===== src/rtl/rca_adder.sv =====
// Registered ripple-carry adder: WIDTH chained full adders feeding one output
// register stage with valid tracking and a two's-complement overflow flag.
module rca_adder #(
    parameter int WIDTH = 4
) (
    input  logic             clk,
    input  logic             rst_n,
    input  logic             in_valid,
    input  logic [WIDTH-1:0] a,
    input  logic [WIDTH-1:0] b,
    input  logic             cin,
    output logic [WIDTH-1:0] sum,
    output logic             cout,
    output logic             ovf,
    output logic             out_valid
);

    logic [WIDTH:0]   carry;
    logic [WIDTH-1:0] sum_comb;
    logic             ovf_comb;

    assign carry[0] = cin;

    for (genvar i = 0; i < WIDTH; i++) begin : g_bit
        rca_full_adder u_fa (
            .a  (a[i]),
            .b  (b[i]),
            .c  (carry[i]),
            .s  (sum_comb[i]),
            .co (carry[i+1])
        );
    end

    // For WIDTH = 1 carry[WIDTH-1] is carry[0], i.e. cin itself.
    assign ovf_comb = carry[WIDTH] ^ carry[WIDTH-1];

    // NOTE: sequential state uses non-blocking assignments so every register
    // samples pre-edge values regardless of statement order.
    always_ff @(posedge clk or negedge rst_n) begin
        if (!rst_n) begin
            sum       <= '0;
            cout      <= 1'b0;
            ovf       <= 1'b0;
            out_valid <= 1'b0;
        end else begin
            out_valid <= in_valid;
            if (in_valid) begin
                sum  <= sum_comb;
                cout <= carry[WIDTH];
                ovf  <= ovf_comb;
            end
        end
    end

endmodule

// Single-bit full adder used as the ripple cell.
module rca_full_adder (
    input  logic a,
    input  logic b,
    input  logic c,
    output logic s,
    output logic co
);

    assign s  = a ^ b ^ c;
    assign co = (a & b) | (c & (a ^ b));

endmodule


===== config.mk =====
export PLATFORM = sky130hd
export DESIGN_NAME = rca_adder
export DESIGN_NICKNAME = d
export VERILOG_FILES = /design/src/rtl/rca_adder.sv
export SDC_FILE = /design/constraint.sdc
export NUM_CORES = 1
export LEC_CHECK = 0
export CORE_AREA = 3 3 40 42
export CTS_BUF_LIST = sky130_fd_sc_hd__clkbuf_16
export CTS_CLUSTER_SIZE = 8
export DETAILED_ROUTE_END_ITERATION = 6
export DIE_AREA = 0 0 43 45
export PLACE_DENSITY = 0.7
export SLEW_MARGIN = 20
export SYNTH_ARGS = -nofsm -noshare
export SYNTH_HDL_FRONTEND = slang
export SYNTH_SLANG_ARGS = --single-unit

===== constraint.sdc =====
create_clock -name clk -period 2 [get_ports clk]
set_input_delay 0.3 -clock clk [delete_from_list [all_inputs] [get_ports clk]]
set_output_delay 0.3 -clock clk [all_outputs]
set_load 0.05 [all_outputs]

Word level (Yosys, flattened, before mapping)
Index checks and enable logic that the tools add are counted.
- bits in registers: 7
- output and inout bits: 7
- word-level logic and storage cells: 25
- bitwise gates (word level): 21
- operators by type and width (operator ; number):
    1-bit bitwise XOR ; 9
    1-bit bitwise AND ; 8
    1-bit bitwise OR ; 4

Depth between registers and ports, before layout
- depth in word-level cells: 10
- depth in mapped cells: 9
- depth with buffers taken out: 9

Hierarchy
A second synthesis with hierarchy kept.
- cells, all modules: 20
- area total of the unflattened synthesis: 359.1 sq um
- by module, submodules not included (module ; times used ; cells each ; area an instance (sq um) ; sequential area each (sq um)):
    rca_adder ; 1 ; 16 ; 279.0 ; 175.2
    rca_full_adder ; 4 ; 1 ; 20.0 ; 0.0

Worst setup path after synthesis
OpenSTA, ideal clock, no wires.
- path type: input -> register
- start: input port a[0]
- end: register ovf
- setup time: 125 ps
- arrival time: 1904 ps
- required time: 1875 ps
- path slack: -29 ps
- cell stages on the path: 9
- buffers on the path: 0
- cell sequence: fa_1 inv_1 fa_1 inv_1 fa_1 inv_1 fa_1 xnor2_1 mux2_4
- word-level cells in the longest chain between the ends: 10
- ends and longest elaborated chain (element ; RTL line ; source):
    start, declared ; 9 ; input logic [WIDTH-1:0] a,
    1-bit bitwise XOR ; 67 ; assign co = (a & b) | (c & (a ^ b));
    1-bit bitwise AND ; 67 ;
    1-bit bitwise OR * ; 67 ;
    1-bit bitwise AND * ; 67 ;
    1-bit bitwise OR * ; 67 ;
    1-bit bitwise AND * ; 67 ;
    1-bit bitwise OR * ; 67 ;
    1-bit bitwise AND ; 67 ;
    1-bit bitwise OR ; 67 ;
    1-bit bitwise XOR * ; 35 ; assign ovf_comb = carry[WIDTH] ^ carry[WIDTH-1];
    end signal, assigned ; 50 ; ovf <= ovf_comb;
    end, declared ; 14 ; output logic ovf,
Mark *: on every way between the ends. The rest lies on a longest branch, timed or not.
A chain may end at the register's enable or synchronous reset.

Worst setup path after layout
- start: input port b[0]
- end: register ovf
- word-level cells in the longest chain between the ends: 10
- ends and longest elaborated chain (element ; RTL line ; source):
    start, declared ; 10 ; input logic [WIDTH-1:0] b,
    1-bit bitwise XOR ; 67 ;
    1-bit bitwise AND ; 67 ;
    1-bit bitwise OR * ; 67 ;
    1-bit bitwise AND * ; 67 ;
    1-bit bitwise OR * ; 67 ;
    1-bit bitwise AND * ; 67 ;
    1-bit bitwise OR * ; 67 ;
    1-bit bitwise AND ; 67 ;
    1-bit bitwise OR ; 67 ;
    1-bit bitwise XOR * ; 35 ;
Marks and branches as above.

==> impl_metrics.py <==
metrics = {
    "timing": {
        "fin_crit_ns": 1.930,
        "setup_viol": 0,
        "rsz0062_at_grt": "no",
        "post-route-period-util_pct": 96.50,
        "slew_headroom_pct": 67.04,
        "finalHoldViolations": 0,
        "fin_skew_ns": 0,
        "timing.hold.ws_ns": 0.3301,
        "drv_slew": 0,
        "fin_setup_tns_ns": 0,
        "fin_ws_ns": 0.07005,
        "fmax_mhz": 518.1,
        "worst_slew_pin_slew_ns": 0.4929,
    },
    "floorplan": {
        "initial_core_util_pct": 29.41,
        "die_h_um": 45,
        "die_w_um": 43,
        "fp-row-count": 13,
        "core_um2": 1285,
        "ios": 19,
        "die-area_um2": 1935,
    },
    "worst_setup_path": {
        "r2r-end": "ovf",
        "ff2ff_setup_slack_ns": 1.24,
        "arrival_ns": 2.04,
        "start_kind": "input pin",
        "worstRegToRegCells": 1,
        "timing.rr.start": "ovf",
        "cp-end-kind": "flip-flop",
        "worstSetupPathType": "input pin to flip-flop",
        "critPathMaxFanout": 2,
        "required_ns": 2.11,
    },
    "cts": {
        "htree_levels": 1,
        "cts_tree": "built",
        "clkLatencyLatePin_ns": 0.23,
        "clock-root-buffer": "clkbuf_16",
        "clock-sinks": 7,
        "path_clk_slew_ns": 0.04,
        "cts_made_buffers": 3,
        "max-clock-path-buffers": 2,
    },
    "placement": {
        "pre_cts_ws_ns": -0.6107,
        "hpwl_um": 593.4,
        "port-buffer-count": 18,
        "dp_cells": 62,
        "placedInstanceArea_um2": 578.1,
        "place_congestion": 0.6485,
    },
    "layout": {
        "finish.utilization_pct": 52.19,
        "final_layout_size_suffix_gt1_share_pct": 38.89,
        "fill_cells": 129,
        "nNetsFinal": 71,
        "layout.cells.non_filler": 69,
        "area_delta_synth_final_pct": 77.48,
        "diodes": 0,
        "final_area_um2": 670.6,
    },
    "synth": {
        "syn_inst": 29,
        "yosys.cell_types.count": 9,
        "synthesis.area_um2": 377.9,
        "synth.top_cell.area_share_pct": 46.36,
        "ys_seq_area_share_pct": 46.36,
        "ys_ff_latch": 7,
        "synth_top_cells_by_area": "dfrtp_1 (46%), fa_1 (21%), mux2_4 (12%)",
        "yosysTopAreaCell": "dfrtp_1",
        "syn_area_per_cell_um2": 13.03,
        "yosysWarnings": 0,
        "syn-num-nets": 45,
    },
    "pwr": {
        "sw_frac_of_total_pct": 29.78,
        "p_clk_share_pct": 44.0,
        "power.total_mw": 0.7594,
        "p_switching_mw": 0.2262,
        "p_int_mw": 0.5332,
        "power_frac_seq_pct": 24.0,
        "ir_drop_mv": 0.4323,
        "power_frac_comb_pct": 31.9,
        "cellPowerDensity_nw_per_um2": 1132,
        "p_leak_nw": 0.3206,
    },
    "status": {
        "status": "completed",
    },
    "detailed_routing": {
        "first_pass_iters": 1,
        "wl_per_cell_um": 10.71,
        "via_per_inst": 4.000,
        "wl_um": 739,
        "vias": 276,
        "postRouteAntennaNets": 0,
        "drt_iter0_drc": 0,
        "drc": 0,
    },
    "global_routing": {
        "track_usage_pct": 9.052,
        "grt_first_pass_wirelength_um": 1186,
        "grt_overflow": 0,
        "grt_pass1_vias": 290,
        "antenna_found_initial": 0,
        "grt_max_degree": 10,
    },
    "hold_path": {
        "hold_path.class": "input pin to asynchronous set/reset pin",
    },
    "flow_run": {
        "timing.max_cap.violations": 0,
    },
}
cell type report:
class                      instances  area, um^2  area share (%)
clock inverter                     1       3.754          0.5597
timing repair buffer              22       192.7           28.73
multi-input combinational         13       175.2           26.12
sequential                         7       175.2           26.12
clock buffer                       3       75.07           11.19
tap                               15       18.77           2.799
inverter                           8       30.03           4.478
power by group through the flow:
stage               sequential [mW]  combinational (mW)  clock (mW)
floorplan                     0.273              0.0557           0
global placement              0.183               0.232           0
detailed placement            0.183               0.237           0
CTS                           0.183               0.244       0.340
global route                  0.186               0.257       0.350
finish                        0.183               0.243       0.334
Yosys cell counts:
cell     instances
a21oi_1          2
buf_6            1
dfrtp_1          7
fa_1             4
inv_1            8
mux2_4           3
mux2i_1          1
nor2_1           2
xnor2_1          1
kinds of logic after synthesis:
kind of cell	count (synthesis)	synth area share (%)
AO/OA/AOI/OAI	2	2.649
XOR/XNOR	1	2.318
adder cells (fa/ha/maj)	4	21.19
buffers and inverters	9	10.93
flip-flops	7	46.36
multiplexers	4	14.57
AND/OR/NAND/NOR	2	1.987
routing by layer:
metal | track usage, % | routed length (um)
met1 | 9.091 | 255
met2 | 15.87 | 411
met3 | 2.390 | 72
met5 | 0 | 0
met4 | 7.229 | 0
worst max-delay path, stage by stage:
cell and delay (ns):
buf_2 0.12, fa_2 0.39, inv_2 0.06, fa_2 0.18
inv_2 0.03, fa_2 0.34, buf_4 0.14, buf_4 0.12
xnor2_1 0.11, mux2_4 0.25
how the worst max path moves through the flow:
stage	start	end	cells after the start
2_1_floorplan	a[0]	sum[3]	8
3_3_place_gp	a[0]	ovf	10
3_5_place_dp	b[0]	ovf	10
4_1_cts	a[0]	ovf	10
5_1_grt	b[0]	ovf	10
6_report	b[0]	ovf	10
registers in the layout, indices dropped and copies added, names as in the netlist:
signal     cells
ovf            1
sum            4
out_valid      1
cout           1
cells in the final DEF, fill, tap and decap left out:
master and n:
fa_2 4, inv_1 6, xnor2_1 1, mux2i_1 1, clkbuf_16 3, buf_2 3
mux2_4 3, buf_4 4, inv_2 3, nor2_1 2, a21oi_2 1, dlygate4sd2_1 2
a21oi_1 1, clkdlybuf4s50_1 13, dfrtp_1 7
what timing repair did:
action,4_1_cts,5_1_grt
setup endpoints to repair,4,2
setup buffers,2,1
hold buffers,0,0
pin swaps,5,4
resized for setup,20,0
endpoints found under the hold margin,0,0
No activity file was read; power rests on OpenSTA's default activity.
